File: src/rtl/game_pkg.sv
// Purpose: game-logic types shared by the donkey and kong controllers.
// Ports: none (package).
package game_pkg;

    // Width of sprite positions and velocities
    localparam int unsigned POS_W = 11;

    typedef enum logic [1:0] {
        GROUND = 2'd0,
        JUMP   = 2'd1,
        FALL   = 2'd2
    } donkey_state_t;

endpackage : game_pkg

File: src/rtl/vga_pkg.sv
// Purpose: shared VGA screen and sprite geometry constants.
// Ports: none (package).
package vga_pkg;

    localparam int unsigned HOR_PIXELS = 1024;
    localparam int unsigned SPRITE_W   = 48;
    localparam int unsigned SPRITE_H   = 64;

endpackage : vga_pkg

File: src/rtl/edge_det.sv
// Purpose: rising-edge detector; registers the input once and flags a
//          0->1 transition in the same cycle the new level is seen.
// Ports:
//   clk      in  clock
//   rst      in  synchronous active-high reset
//   i_sig    in  level to watch
//   o_rise_c out combinational pulse, high for one cycle on a rising edge
module edge_det (
    input  logic clk,
    input  logic rst,
    input  logic i_sig,
    output logic o_rise_c
);

    logic r_sig_q;

    // Previous-cycle copy of the input
    always_ff @(posedge clk) begin
        if (rst) begin
            r_sig_q <= 1'b0;
        end else begin
            r_sig_q <= i_sig;
        end
    end

    assign o_rise_c = i_sig & ~r_sig_q;

endmodule : edge_det

File: src/rtl/donkey_ctl.sv
// Purpose: per-frame movement controller for the donkey sprite. Samples
//          player controls and advances a walk/jump/fall state machine once
//          per frame on the rising edge of vertical blanking.
// Ports:
//   clk      in   pixel clock
//   rst      in   synchronous active-high reset
//   vblnk    in   vertical blanking from VGA timing
//   left     in   move-left level
//   right    in   move-right level
//   jump     in   jump button level
//   xpos     out  sprite left edge (11 bits)
//   ypos     out  sprite top edge (11 bits)
//   mirror   out  1 = facing left
//   airborne out  1 while jumping or falling
module donkey_ctl
    import game_pkg::*;
#(
    parameter int unsigned X_INIT   = 10,
    parameter int unsigned Y_GROUND = 640,
    parameter int unsigned X_MAX    = vga_pkg::HOR_PIXELS - vga_pkg::SPRITE_W,
    parameter int unsigned STEP     = 4,
    parameter int unsigned JUMP_V   = 16,
    parameter int unsigned V_MAX    = 16,
    parameter int unsigned GRAVITY  = 1
) (
    input  logic              clk,
    input  logic              rst,
    input  logic              vblnk,
    input  logic              left,
    input  logic              right,
    input  logic              jump,
    output logic [POS_W-1:0]  xpos,
    output logic [POS_W-1:0]  ypos,
    output logic              mirror,
    output logic              airborne
);

    // One extra bit so sums can be compared against limits without wrapping
    localparam int unsigned CW = POS_W + 1;

    donkey_state_t     r_state;
    donkey_state_t     w_state_nxt;
    logic [POS_W-1:0]  r_x;
    logic [POS_W-1:0]  r_y;
    logic [POS_W-1:0]  r_vel;
    logic [POS_W-1:0]  w_x_nxt;
    logic [POS_W-1:0]  w_y_nxt;
    logic [POS_W-1:0]  w_vel_nxt;
    logic              r_mirror;
    logic              w_mirror_nxt;
    logic              r_airborne;
    logic              r_jump_req;
    logic              w_jump_req_nxt;
    logic              w_jump_req_eff;
    logic              w_tick;
    logic              w_jump_rise;
    logic [CW-1:0]     w_x_inc;
    logic [CW-1:0]     w_fall_raw;
    logic [CW-1:0]     w_fall_vel;
    logic [CW-1:0]     w_fall_y;

    edge_det u_vblnk_edge (
        .clk      (clk),
        .rst      (rst),
        .i_sig    (vblnk),
        .o_rise_c (w_tick)
    );

    edge_det u_jump_edge (
        .clk      (clk),
        .rst      (rst),
        .i_sig    (jump),
        .o_rise_c (w_jump_rise)
    );

    // An edge on the tick cycle itself counts for that tick
    assign w_jump_req_eff = r_jump_req | w_jump_rise;

    assign w_x_inc    = CW'(r_x) + CW'(STEP);
    assign w_fall_raw = CW'(r_vel) + CW'(GRAVITY);
    assign w_fall_vel = (w_fall_raw > CW'(V_MAX)) ? CW'(V_MAX) : w_fall_raw;
    assign w_fall_y   = CW'(r_y) + w_fall_vel;

    // Jump request: latched on edge, dropped at every tick
    always_comb begin
        w_jump_req_nxt = r_jump_req;
        if (w_tick) begin
            w_jump_req_nxt = 1'b0;
        end else if (w_jump_rise) begin
            w_jump_req_nxt = 1'b1;
        end
    end

    // Horizontal motion, independent of vertical state
    always_comb begin
        w_x_nxt      = r_x;
        w_mirror_nxt = r_mirror;
        if (w_tick) begin
            if (left && !right) begin
                w_mirror_nxt = 1'b1;
                if (r_x < POS_W'(STEP)) begin
                    w_x_nxt = '0;
                end else begin
                    w_x_nxt = r_x - POS_W'(STEP);
                end
            end else if (right && !left) begin
                w_mirror_nxt = 1'b0;
                if (w_x_inc > CW'(X_MAX)) begin
                    w_x_nxt = POS_W'(X_MAX);
                end else begin
                    w_x_nxt = w_x_inc[POS_W-1:0];
                end
            end
        end
    end

    // Vertical state machine: next state, y and velocity
    always_comb begin
        w_state_nxt = r_state;
        w_y_nxt     = r_y;
        w_vel_nxt   = r_vel;
        if (w_tick) begin
            case (r_state)
                GROUND: begin
                    if (w_jump_req_eff) begin
                        w_state_nxt = JUMP;
                        w_vel_nxt   = POS_W'(JUMP_V);
                    end
                end
                JUMP: begin
                    if (r_vel > r_y) begin
                        w_y_nxt     = '0;
                        w_vel_nxt   = '0;
                        w_state_nxt = FALL;
                    end else begin
                        w_y_nxt = r_y - r_vel;
                        // Apex reached when gravity consumes the remaining velocity
                        if (r_vel <= POS_W'(GRAVITY)) begin
                            w_vel_nxt   = '0;
                            w_state_nxt = FALL;
                        end else begin
                            w_vel_nxt = r_vel - POS_W'(GRAVITY);
                        end
                    end
                end
                FALL: begin
                    if (w_fall_y >= CW'(Y_GROUND)) begin
                        w_y_nxt     = POS_W'(Y_GROUND);
                        w_vel_nxt   = '0;
                        w_state_nxt = GROUND;
                    end else begin
                        w_y_nxt   = w_fall_y[POS_W-1:0];
                        w_vel_nxt = w_fall_vel[POS_W-1:0];
                    end
                end
                default: begin
                    w_state_nxt = GROUND;
                end
            endcase
        end
    end

    // State and output registers
    always_ff @(posedge clk) begin
        if (rst) begin
            r_state    <= GROUND;
            r_x        <= POS_W'(X_INIT);
            r_y        <= POS_W'(Y_GROUND);
            r_vel      <= '0;
            r_mirror   <= 1'b0;
            r_airborne <= 1'b0;
            r_jump_req <= 1'b0;
        end else begin
            r_state    <= w_state_nxt;
            r_x        <= w_x_nxt;
            r_y        <= w_y_nxt;
            r_vel      <= w_vel_nxt;
            r_mirror   <= w_mirror_nxt;
            r_airborne <= (w_state_nxt != GROUND);
            r_jump_req <= w_jump_req_nxt;
        end
    end

    assign xpos     = r_x;
    assign ypos     = r_y;
    assign mirror   = r_mirror;
    assign airborne = r_airborne;

endmodule : donkey_ctl

File: config.mk
export PLATFORM = sky130hd
export DESIGN_NAME = donkey_ctl
export DESIGN_NICKNAME = d
export VERILOG_FILES = /design/src/rtl/game_pkg.sv /design/src/rtl/vga_pkg.sv /design/src/rtl/edge_det.sv /design/src/rtl/donkey_ctl.sv
export SDC_FILE = /design/constraint.sdc
export NUM_CORES = 1
export LEC_CHECK = 0
export CAP_MARGIN = 20
export CORE_MARGIN = 2
export CORE_UTILIZATION = 35
export DETAILED_ROUTE_END_ITERATION = 12
export SYNTH_ARGS = -nofsm -noshare
export SYNTH_HDL_FRONTEND = slang
export SYNTH_SLANG_ARGS = --single-unit
File: constraint.sdc
create_clock -name clk -period 10.4 [get_ports clk]
set_input_delay 2.08 -clock clk [delete_from_list [all_inputs] [get_ports clk]]
set_output_delay 2.08 -clock clk [all_outputs]
set_load 0.05 [all_outputs]
== Word-level counts from Yosys, hierarchy flattened ==
Index checks and enable logic that the tools add are counted.

* Bits in registers: 40
* Input port bits: 6

* Reduce and logical (&&, ||, !) cells: 13
* $lt $le $gt $ge: 6
* Equality and inequality tests: 3
* Bitwise operators: 5
* $add $sub $neg: 6
* Muxes and demuxes: 21

{| class="wikitable"
|+ Operator list
! operator !! count
|-
| 11-bit two-way mux || 10
|-
| 11-bit one-hot mux with 3 select lines || 1
|-
| 11-bit one-hot mux with 2 select lines || 1
|-
| 11-bit by 1-bit adder with 12-bit output (second input constant) || 1
|-
| 11-bit by 12-bit adder with 12-bit output || 1
|-
| 11-bit by 3-bit adder with 12-bit output (second input constant) || 1
|-
| 12-bit by 10-bit >= comparator with 1-bit output (second input constant) || 1
|-
| 12-bit by 10-bit greater-than comparator with 1-bit output (second input constant) || 1
|-
| 12-bit by 5-bit greater-than comparator with 1-bit output (second input constant) || 1
|-
| 12-bit two-way mux || 1
|-
| 11-bit greater-than comparator || 1
|-
| 11-bit by 1-bit <= comparator with 1-bit output (second input constant) || 1
|-
| 11-bit by 3-bit < comparator with 1-bit output (second input constant) || 1
|-
| 11-bit by 1-bit subtractor with 11-bit output (second input constant) || 1
|-
| 11-bit subtractor || 1
|-
| 11-bit by 3-bit subtractor with 11-bit output (second input constant) || 1
|-
| 2-bit two-way mux || 5
|-
| 2-bit one-hot mux with 3 select lines || 1
|-
| 2-bit nonzero test || 3
|-
| 2-bit AND reduction || 2
|-
| 3-bit AND reduction || 1
|-
| 3-bit nonzero test || 1
|-
| 1-bit bitwise AND || 2
|-
| 2-bit by 1-bit == test with 1-bit output (second input constant) || 1
|-
| 9 further kinds || 13
|}

== Longest topological paths before layout ==
Gate-level depths: netlist (run 1).

* Depth in word-level cells: 9
* Gate-level depth with buffers: 21
* Mapped depth without buffers: 19

== By module ==
Synthesis (run 1) repeated with hierarchy kept, for this count alone.

* Cell total of the unflattened synthesis: 499
* Area, all modules: 3,749.8 sq um

{| class="wikitable"
|+ Modules (own cells, without submodules)
! module !! seq. area each (sq um) !! times used !! area each (sq um) !! cells an instance
|-
| donkey_ctl || 740.7 || 1 || 3,654.8 || 493
|-
| edge_det || 20.0 || 2 || 47.5 || 3
|}

== Worst setup path before layout (run 1) ==
OpenSTA, ideal clock, no wires.

* Path kind: register to register
* Start point: register r_vel[0]
* End point: register r_vel[3]
* Arrival time: 4.153 ns
* Path buffers: 2
* Data required time: 10.321 ns
* Stages on the path, launching flop included: 21
* Slack: 6.168 ns
* Cell sequence: dfxtp_1 > ha_1 > buf_2 > or3b_1 > a21oi_1 > a311oi_1 > nor4_2 > nand2_1 > xnor2_1 > ha_1 > a21oi_1 > nand2_1 > o211ai_1 > inv_1 > a31oi_1 > a31oi_1 > a311o_1 > o21bai_4 > buf_6 > o211a_1 > a211oi_2

* Longest elaborated chain between the ends: 7

{| class="wikitable"
|+ RTL lines
! element !! RTL line !! RTL
|-
| start, declared || donkey_ctl.sv:45 || <nowiki>logic [POS_W-1:0] r_vel;</nowiki>
|-
| start signal, assigned || donkey_ctl.sv:177 || <nowiki>r_vel <= w_vel_nxt;</nowiki>
|-
| 11-bit by 1-bit adder with 12-bit output || donkey_ctl.sv:80 || <nowiki>assign w_fall_raw = CW'(r_vel) + CW'(GRAVITY);</nowiki>
|-
| 12-bit by 5-bit greater-than comparator with 1-bit output || donkey_ctl.sv:81 || <nowiki>assign w_fall_vel = (w_fall_raw > CW'(V_MAX)) ? CW'(V_MAX) : w_fall_raw;</nowiki>
|-
| 12-bit two-way mux || donkey_ctl.sv:81 ||
|-
| 11-bit by 12-bit adder with 12-bit output || donkey_ctl.sv:82 || <nowiki>assign w_fall_y = CW'(r_y) + w_fall_vel;</nowiki>
|-
| 12-bit by 10-bit >= comparator with 1-bit output || donkey_ctl.sv:147 || <nowiki>if (w_fall_y >= CW'(Y_GROUND)) begin</nowiki>
|-
| 11-bit two-way mux || donkey_ctl.sv:147 ||
|-
| 11-bit one-hot mux with 3 select lines * || donkey_ctl.sv:123 || <nowiki>case (r_state)</nowiki>
|}

Mark *: on every way between the ends. The rest lies on a longest branch, timed or not.
A chain may end at the register's enable or synchronous reset.

== Worst setup path in the final report (run 1) ==
* Start point: register r_vel[0]
* End point: register r_vel[2]

Same word-level chain as after synthesis.

==> run_summary.xml, run 1 <==
<?xml version="1.0" encoding="UTF-8"?>
<metrics>
  <group name="synthesis">
    <metric name="syn-cell-area" unit="µm²">3810</metric>
    <metric name="syn_inst" unit="">527</metric>
    <metric name="post_synth_main_area_contributors" unit="">dfxtp_1, ha_1, a21oi_1, nor2_1, nand2_1</metric>
    <metric name="synth-async-reset-ratio" unit="%">0</metric>
    <metric name="sequential_share_of_the_synthesized_area" unit="%">20.5</metric>
    <metric name="synth_largest_type_area_fraction" unit="%">20.5</metric>
    <metric name="postSynthAreaPerCell" unit="µm²">7.23</metric>
    <metric name="count_leader_synth" unit="">nor2_1</metric>
    <metric name="synth_ff_type" unit="">dfxtp_1</metric>
    <metric name="yosysWarnings" unit="">0</metric>
    <metric name="postSynthRegisterBits" unit="">39</metric>
    <metric name="synth_commonest_cells" unit="">nor2_1, nand2_1, a21oi_1</metric>
    <metric name="netlist-cell-type-count" unit="">78</metric>
    <metric name="synth_edf_count" unit="">0</metric>
    <metric name="netlist.top_cell.by_area" unit="">dfxtp_1</metric>
  </group>
  <group name="power">
    <metric name="static-leakage-power" unit="nW">1.59</metric>
    <metric name="sw_frac_of_total" unit="%">33.2</metric>
    <metric name="part_of_the_total_power_dissipated_in_combinational_logic" unit="%">27.2</metric>
    <metric name="power.switching" unit="mW">0.132</metric>
    <metric name="power-per-cell-area" unit="nW/µm²">92.8</metric>
    <metric name="sequential_share_of_power" unit="%">41.4</metric>
    <metric name="internal-power" unit="mW">0.265</metric>
    <metric name="power.clock.fraction" unit="%">31.4</metric>
    <metric name="power.ir.vdd_worst" unit="mV">0.0483</metric>
  </group>
  <group name="cts">
    <metric name="clock_edge_transition_at_the_registers_on_the_reported_setup_and_hold_paths" unit="ns">0.09</metric>
    <metric name="clk_latency" unit="ns">0.30</metric>
    <metric name="cts-resized-gates" unit="">0</metric>
    <metric name="cts_inserted_buffers" unit="">5</metric>
    <metric name="holdBufCountCts" unit="">0</metric>
    <metric name="cts_tree" unit="">done</metric>
    <metric name="post_cts.repair.setup_buffers" unit="">0</metric>
    <metric name="cts_htree_levels" unit="">2</metric>
    <metric name="clock_sink_count" unit="">39</metric>
    <metric name="cts_buffer_depth" unit="">2</metric>
    <metric name="cts-root-buf" unit="">clkbuf_8</metric>
  </group>
  <group name="drt">
    <metric name="detail-route-antenna-nets" unit="">0</metric>
    <metric name="drt_drc_violations_left" unit="">0</metric>
    <metric name="routed-via-count" unit="">3813</metric>
    <metric name="routed_via_density" unit="">5.58</metric>
    <metric name="routed_wirelength" unit="µm">10400</metric>
    <metric name="routed_wire_length_per_instance" unit="µm">15.3</metric>
    <metric name="detailedRoute.firstPassIterationCount" unit="">5</metric>
    <metric name="drt_first_iter_violations" unit="">349</metric>
  </group>
  <group name="flow_run">
    <metric name="drv_cap" unit="">0</metric>
  </group>
  <group name="sta">
    <metric name="hold_viol_final" unit="">0</metric>
    <metric name="unrepaired_setup_endpoints_after_global_routing" unit="">no</metric>
    <metric name="final_max_slew_viol_count" unit="">0</metric>
    <metric name="setup_viol_count_final" unit="">0</metric>
    <metric name="timing.max_slew.rel_slack" unit="%">33.8</metric>
    <metric name="fin_worst_skew" unit="ns">0.0152</metric>
    <metric name="final_min_period_over_clock_period" unit="%">51.1</metric>
    <metric name="max_freq" unit="MHz">188</metric>
    <metric name="fin_setup_tns" unit="ns">0</metric>
    <metric name="timing_worst_slew_pin_value" unit="ns">0.985</metric>
    <metric name="finalCriticalPeriod" unit="ns">5.31</metric>
  </group>
  <group name="die">
    <metric name="floorplan.die_area" unit="µm²">11700</metric>
    <metric name="die-width" unit="µm">108</metric>
    <metric name="floorplan.io_pins" unit="">30</metric>
    <metric name="initial_utilization" unit="%">35.5</metric>
    <metric name="coreArea" unit="µm²">10700</metric>
    <metric name="chipHeight" unit="µm">108</metric>
    <metric name="rows" unit="">38</metric>
  </group>
  <group name="cells_and_area">
    <metric name="final_layout_size_suffix_gt1_share" unit="%">5.71</metric>
    <metric name="area_delta_synth_final" unit="%">12.3</metric>
    <metric name="final.fill_count" unit="">1139</metric>
    <metric name="nNetsFinal" unit="">580</metric>
    <metric name="postLayoutCellArea" unit="µm²">4280</metric>
    <metric name="multiInputGateArea" unit="µm²">2760</metric>
    <metric name="regArea" unit="µm²">781</metric>
    <metric name="antenna_cells_inserted" unit="">0</metric>
  </group>
  <group name="worst_setup_path">
    <metric name="worst_ep_arrival_time" unit="ns">5.54</metric>
    <metric name="reg2reg_depth" unit="">19</metric>
    <metric name="path_class" unit="">reg2reg</metric>
    <metric name="cp-end-kind" unit="">register</metric>
    <metric name="startpoint_of_the_lowest_slack_register_to_register_path" unit="">r_vel[0]</metric>
    <metric name="critPathMaxFanout" unit="">18</metric>
    <metric name="critical_path_start_type" unit="">register</metric>
    <metric name="critical_path_required" unit="ns">10.63</metric>
    <metric name="rrSetupSlack" unit="ns">5.09</metric>
    <metric name="worst_r2r_endpoint" unit="">r_vel[2]</metric>
  </group>
  <group name="min_path">
    <metric name="holdPathEnd" unit="">mirror</metric>
    <metric name="min_path_type" unit="">reg2reg</metric>
    <metric name="hold_path.startpoint" unit="">mirror</metric>
    <metric name="whs_path_depth" unit="">2</metric>
  </group>
  <group name="place">
    <metric name="dp_hpwl" unit="µm">7700</metric>
    <metric name="numPortBuffers" unit="">28</metric>
    <metric name="placed_cell_area" unit="µm²">4170</metric>
    <metric name="globalplace.congestion" unit="">0.916</metric>
  </group>
  <group name="global_routing">
    <metric name="grt_start_max_net_pins" unit="">40</metric>
    <metric name="grt_remaining_overflow" unit="">0</metric>
    <metric name="aggregate_global_route_resource_usage" unit="%">18.0</metric>
    <metric name="grt_antenna_before_repair" unit="">0</metric>
    <metric name="grt_pass1_wl" unit="µm">17300</metric>
    <metric name="via_count_of_the_first_global_routing_pass" unit="">3456</metric>
  </group>
  <group name="status">
    <metric name="run_status" unit="">finished clean</metric>
  </group>
</metrics>
power by group through the flow:
stage | combinational (mW) | clock (mW) | sequential [mW]
2_1_floorplan | 0.0710 | 0 | 0.177
3_3_place_gp | 0.105 | 0 | 0.168
3_5_place_dp | 0.106 | 0 | 0.168
4_1_cts | 0.107 | 0.130 | 0.164
5_1_grt | 0.120 | 0.134 | 0.166
6_report | 0.108 | 0.125 | 0.164
flip-flops by register name, summed over array words and instances (netlist names):
register,cells
airborne,1
u_jump_edge.r_sig_q,1
u_vblnk_edge.r_sig_q,1
r_vel,11
r_state,2
xpos,10
r_jump_req,1
mirror,1
ypos,11
placed cells by master (no fill, tap or decap), types with 3 or more instances in the layout:
cell type         n
xor2_1            6
ha_1             30
mux2i_1           3
a211oi_2          5
o21a_1            5
nand3_1          18
a31oi_1          12
a21o_1            6
nor3_1           14
a311oi_1          4
a211oi_1          6
inv_1            41
a21oi_1          50
and3_1            8
nand2b_1          6
a211o_1           4
o21ai_0          26
nor2b_1           7
nand2_1          54
clkdlybuf4s50_1  28
a22oi_1           3
conb_1            5
xnor2_1          17
nor4_1            5
clkbuf_8          5
nor2_1           56
or3_1             6
o211ai_1          4
dfxtp_1          39
per-layer routing:
metal	up-vias	track usage [%]	share of wire, %
met5	-	0	0
met4	0	4.12	0.98
met3	12	2.71	4.8
met2	99	28.2	45
met1	1777	26.1	50
li1	1925	-	-
worst max-delay path by stage:
stage	from	to	slack [ns]	depth (start not counted)
after floorplan	r_vel[0]	r_vel[3]	6.17	20
after global placement	r_vel[0]	r_vel[2]	5.43	19
after detailed placement	r_vel[0]	r_vel[2]	5.14	19
after CTS	r_vel[0]	r_vel[2]	5.12	19
after global routing	r_vel[0]	r_vel[2]	4.71	19
final	r_vel[0]	r_vel[2]	5.09	19
metrics by stage:
step / total power [mW] / util [%] / setup WS, ns / hold WS, ns / std cells
after floorplan: 0.248 / - / 6.17 / 0.451 / 531
after global placement: 0.273 / 38.8 / 5.43 / 0.447 / 674
after detailed placement: 0.274 / 38.8 / 5.14 / 0.451 / 674
after CTS: 0.401 / 39.7 / 5.12 / 0.463 / 681
after global routing: 0.419 / 39.8 / 4.71 / 0.498 / 683
final: 0.397 / 39.8 / 5.09 / 0.456 / 683
area by class of cell:
type	count	share of cell area [%]
flip-flops and latches	39	18.2
well taps	140	4.09
multi-input cells	423	64.5
repair buffers	32	7.13
clock inverters	1	0.702
clock buffers	6	1.70
inverters	42	3.68
logic make-up after synthesis:
kind of cell,after synthesis,share of synthesized area [%]
flip-flops,39,20.5
buffers and inverters,69,7.52
XOR/XNOR,23,5.29
multiplexers,3,0.788
adder cells (fa/ha/maj),33,10.9
AO/OA/AOI/OAI,161,29.4
other,1,0.0984
AND/OR/NAND/NOR,198,25.5
worst max-delay path, stage by stage, from the launching register on:
cell	delay [ns]
dfxtp_1	0.73
ha_1	0.48
nand3_1	0.18
o311a_1	0.34
a211oi_2	0.29
nor3_2	0.15
or2b_1	0.24
nor2_1	0.06
ha_1	0.27
ha_1	0.25
a21oi_1	0.24
nand2_1	0.08
o211ai_1	0.28
inv_1	0.07
a31oi_1	0.27
a31oi_1	0.12
a311o_1	0.39
o21bai_4	0.28
or3_1	0.38
a31oi_1	0.15
No activity file was read; power rests on OpenSTA's default activity.
==> run 2: changes to the inputs <==
==> constraint.sdc (replaced) <==
create_clock -name clk -period 4.8 [get_ports clk]
set_input_delay 0.96 -clock clk [delete_from_list [all_inputs] [get_ports clk]]
set_output_delay 0.96 -clock clk [all_outputs]
set_load 0.05 [all_outputs]
==> run 2 against run 1 <==
Compared with the run above:
- fmax grew 18%
- critical path depth fell by 2
- setup slack worse by 4.8 ns
- total power up 130%
- critical path type unchanged
- clock skew fell by 0.0056 ns
==> run_summary.xml, run 2 (synthesis results as in run 1) <==
<?xml version="1.0" encoding="UTF-8"?>
<metrics>
  <group name="sta">
    <metric name="setup_viol_count_final" unit="">0</metric>
    <metric name="fin_worst_skew" unit="ns">0.00965</metric>
    <metric name="hold_viol_final" unit="">0</metric>
    <metric name="fin_setup_tns" unit="ns">0</metric>
    <metric name="final_min_period_over_clock_period" unit="%">94.1</metric>
    <metric name="timing_worst_slew_pin_value" unit="ns">0.852</metric>
    <metric name="final_max_slew_viol_count" unit="">0</metric>
    <metric name="final_ws_setup" unit="ns">0.283</metric>
    <metric name="timing.max_slew.rel_slack" unit="%">42.6</metric>
    <metric name="finalCriticalPeriod" unit="ns">4.52</metric>
    <metric name="max_freq" unit="MHz">221</metric>
  </group>
  <group name="drt">
    <metric name="drt_first_iter_violations" unit="">284</metric>
    <metric name="routed_wirelength" unit="µm">10500</metric>
    <metric name="drt_drc_violations_left" unit="">0</metric>
    <metric name="routed-via-count" unit="">3892</metric>
    <metric name="routed_wire_length_per_instance" unit="µm">15.1</metric>
    <metric name="detailedRoute.firstPassIterationCount" unit="">5</metric>
    <metric name="detail-route-antenna-nets" unit="">0</metric>
    <metric name="routed_via_density" unit="">5.60</metric>
  </group>
  <group name="min_path">
    <metric name="min_path_type" unit="">reg2reg</metric>
  </group>
  <group name="worst_setup_path">
    <metric name="critical_path_start_type" unit="">register</metric>
    <metric name="worst_r2r_endpoint" unit="">r_vel[2]</metric>
    <metric name="startpoint_of_the_lowest_slack_register_to_register_path" unit="">r_vel[0]</metric>
    <metric name="worst_setup_path_endpoint" unit="">r_vel[2]</metric>
    <metric name="reg2reg_depth" unit="">17</metric>
    <metric name="critical_path_required" unit="ns">5.01</metric>
    <metric name="worst_ep_arrival_time" unit="ns">4.73</metric>
    <metric name="path_class" unit="">reg2reg</metric>
    <metric name="cp-end-kind" unit="">register</metric>
    <metric name="rrSetupSlack" unit="ns">0.28</metric>
    <metric name="critPathMaxFanout" unit="">17</metric>
    <metric name="startpoint" unit="">r_vel[0]</metric>
  </group>
  <group name="die">
    <metric name="floorplan.die_area" unit="µm²">11700</metric>
    <metric name="floorplan.io_pins" unit="">30</metric>
    <metric name="rows" unit="">38</metric>
    <metric name="chipHeight" unit="µm">108</metric>
    <metric name="die-width" unit="µm">108</metric>
    <metric name="initial_utilization" unit="%">35.5</metric>
    <metric name="coreArea" unit="µm²">10700</metric>
  </group>
  <group name="power">
    <metric name="part_of_the_total_power_dissipated_in_combinational_logic" unit="%">25.8</metric>
    <metric name="power.switching" unit="mW">0.296</metric>
    <metric name="static-leakage-power" unit="nW">1.69</metric>
    <metric name="sw_frac_of_total" unit="%">31.8</metric>
    <metric name="power-per-cell-area" unit="nW/µm²">207</metric>
    <metric name="internal-power" unit="mW">0.633</metric>
    <metric name="power.ir.vdd_worst" unit="mV">0.109</metric>
    <metric name="sequential_share_of_power" unit="%">38.3</metric>
    <metric name="power.clock.fraction" unit="%">36.0</metric>
  </group>
  <group name="cells_and_area">
    <metric name="layout_common_cells" unit="">nor2_1, nand2_1, a21oi_1</metric>
    <metric name="postLayoutCellArea" unit="µm²">4490</metric>
    <metric name="mostFrequentLayoutCell" unit="">nor2_1</metric>
    <metric name="nNetsFinal" unit="">591</metric>
    <metric name="area_delta_synth_final" unit="%">17.7</metric>
    <metric name="antenna_cells_inserted" unit="">0</metric>
    <metric name="final_layout_size_suffix_gt1_share" unit="%">9.19</metric>
  </group>
  <group name="cts">
    <metric name="clk_latency" unit="ns">0.30</metric>
    <metric name="cts_buffer_depth" unit="">2</metric>
    <metric name="clock_edge_transition_at_the_registers_on_the_reported_setup_and_hold_paths" unit="ns">0.08</metric>
    <metric name="cts_inserted_buffers" unit="">5</metric>
    <metric name="clock_sink_count" unit="">39</metric>
    <metric name="cts_tree" unit="">done</metric>
    <metric name="cts-root-buf" unit="">clkbuf_8</metric>
    <metric name="cts_htree_levels" unit="">2</metric>
    <metric name="holdBufCountCts" unit="">0</metric>
  </group>
  <group name="flow_run">
    <metric name="drv_cap" unit="">0</metric>
  </group>
  <group name="global_routing">
    <metric name="via_count_of_the_first_global_routing_pass" unit="">3420</metric>
    <metric name="grt_start_max_net_pins" unit="">25</metric>
    <metric name="grt_pass1_wl" unit="µm">16900</metric>
    <metric name="grt_remaining_overflow" unit="">0</metric>
    <metric name="grt_antenna_before_repair" unit="">0</metric>
    <metric name="aggregate_global_route_resource_usage" unit="%">17.8</metric>
  </group>
  <group name="place">
    <metric name="placed_cell_area" unit="µm²">4240</metric>
    <metric name="globalplace.congestion" unit="">0.901</metric>
    <metric name="numPortBuffers" unit="">28</metric>
    <metric name="placement.setup.worst_slack" unit="ns">0.162</metric>
    <metric name="dp_hpwl" unit="µm">7700</metric>
  </group>
  <group name="status">
    <metric name="run_status" unit="">finished clean</metric>
  </group>
</metrics>
## run 2: metrics by stage
step / cells / utilization (%) / hold WS [ns] / power, mW
6_report: 695 / 41.7 / 0.456 / 0.929
5_1_grt: 695 / 41.7 / 0.493 / 0.974
4_1_cts: 691 / 40.6 / 0.463 / 0.927
3_5_place_dp: 683 / 39.4 / 0.451 / 0.593
3_3_place_gp: 683 / 39.4 / 0.449 / 0.592
2_1_floorplan: 531 / - / 0.451 / 0.536
## run 2: area by class of cell
class,instances,area [µm²]
fillers,1126,6260
multi-input cells,423,2850
flip-flops and latches,39,783
repair buffers,43,390
well taps,140,175
inverters,42,158
clock buffers,6,72.6
clock inverters,2,60.1
## run 2: power by group through the flow
stage	registers [mW]	logic, mW	clock network [mW]
after floorplan	0.382	0.154	0
after global placement	0.363	0.229	0
after detailed placement	0.363	0.230	0
after CTS	0.355	0.232	0.340
after global routing	0.358	0.263	0.352
final	0.356	0.239	0.334
## run 2: worst min path at each step
stage | startpoint | end | slack, ns | cells after the start
after floorplan | r_vel[10] | r_vel[10] | 0.45 | 1
after global placement | mirror | mirror | 0.45 | 2
after detailed placement | mirror | mirror | 0.45 | 2
after CTS | mirror | mirror | 0.46 | 2
after global routing | mirror | mirror | 0.49 | 2
final | mirror | mirror | 0.46 | 2
## run 2: timing repair
| action | CTS | global route |
|---|---|---|
| resized for setup | 0 | 15 |
| setup endpoints to repair | 0 | 15 |
| buffers inserted | 0 | 3 |
## run 2: routing by layer
metal | vias up | share of wire [%] | track usage, %
met3 | 10 | 5.7 | 2.11
li1 | 1953 | - | -
met2 | 126 | 43 | 26.8
met4 | 0 | 0.87 | 4.58
met5 | - | 0 | 0
met1 | 1803 | 50 | 26.8
## run 2: critical path, cell delays in order (launching register included)
cell	delay, ns
dfxtp_1	0.32
buf_4	0.20
ha_1	0.23
nor2b_1	0.13
a22o_1	0.22
a311oi_4	0.42
or2b_1	0.17
nor2_1	0.04
ha_1	0.23
and2_1	0.16
maj3_1	0.36
nand3b_2	0.15
nand4b_1	0.27
and3_1	0.30
a311o_1	0.36
o21bai_4	0.29
or3_1	0.39
a31oi_1	0.16
==> run 3: changes to the inputs <==
--- a/config.mk
+++ b/config.mk
@@ -5,6 +5,7 @@
 export SDC_FILE = /design/constraint.sdc
 export NUM_CORES = 1
 export LEC_CHECK = 0
+export ABC_CLOCK_PERIOD_IN_PS = 4800
 export CAP_MARGIN = 20
 export CORE_MARGIN = 2
 export CORE_UTILIZATION = 35
==> results of run 3 <==
Same layout as run 2: the final DEF is identical, and so are final timing and power.
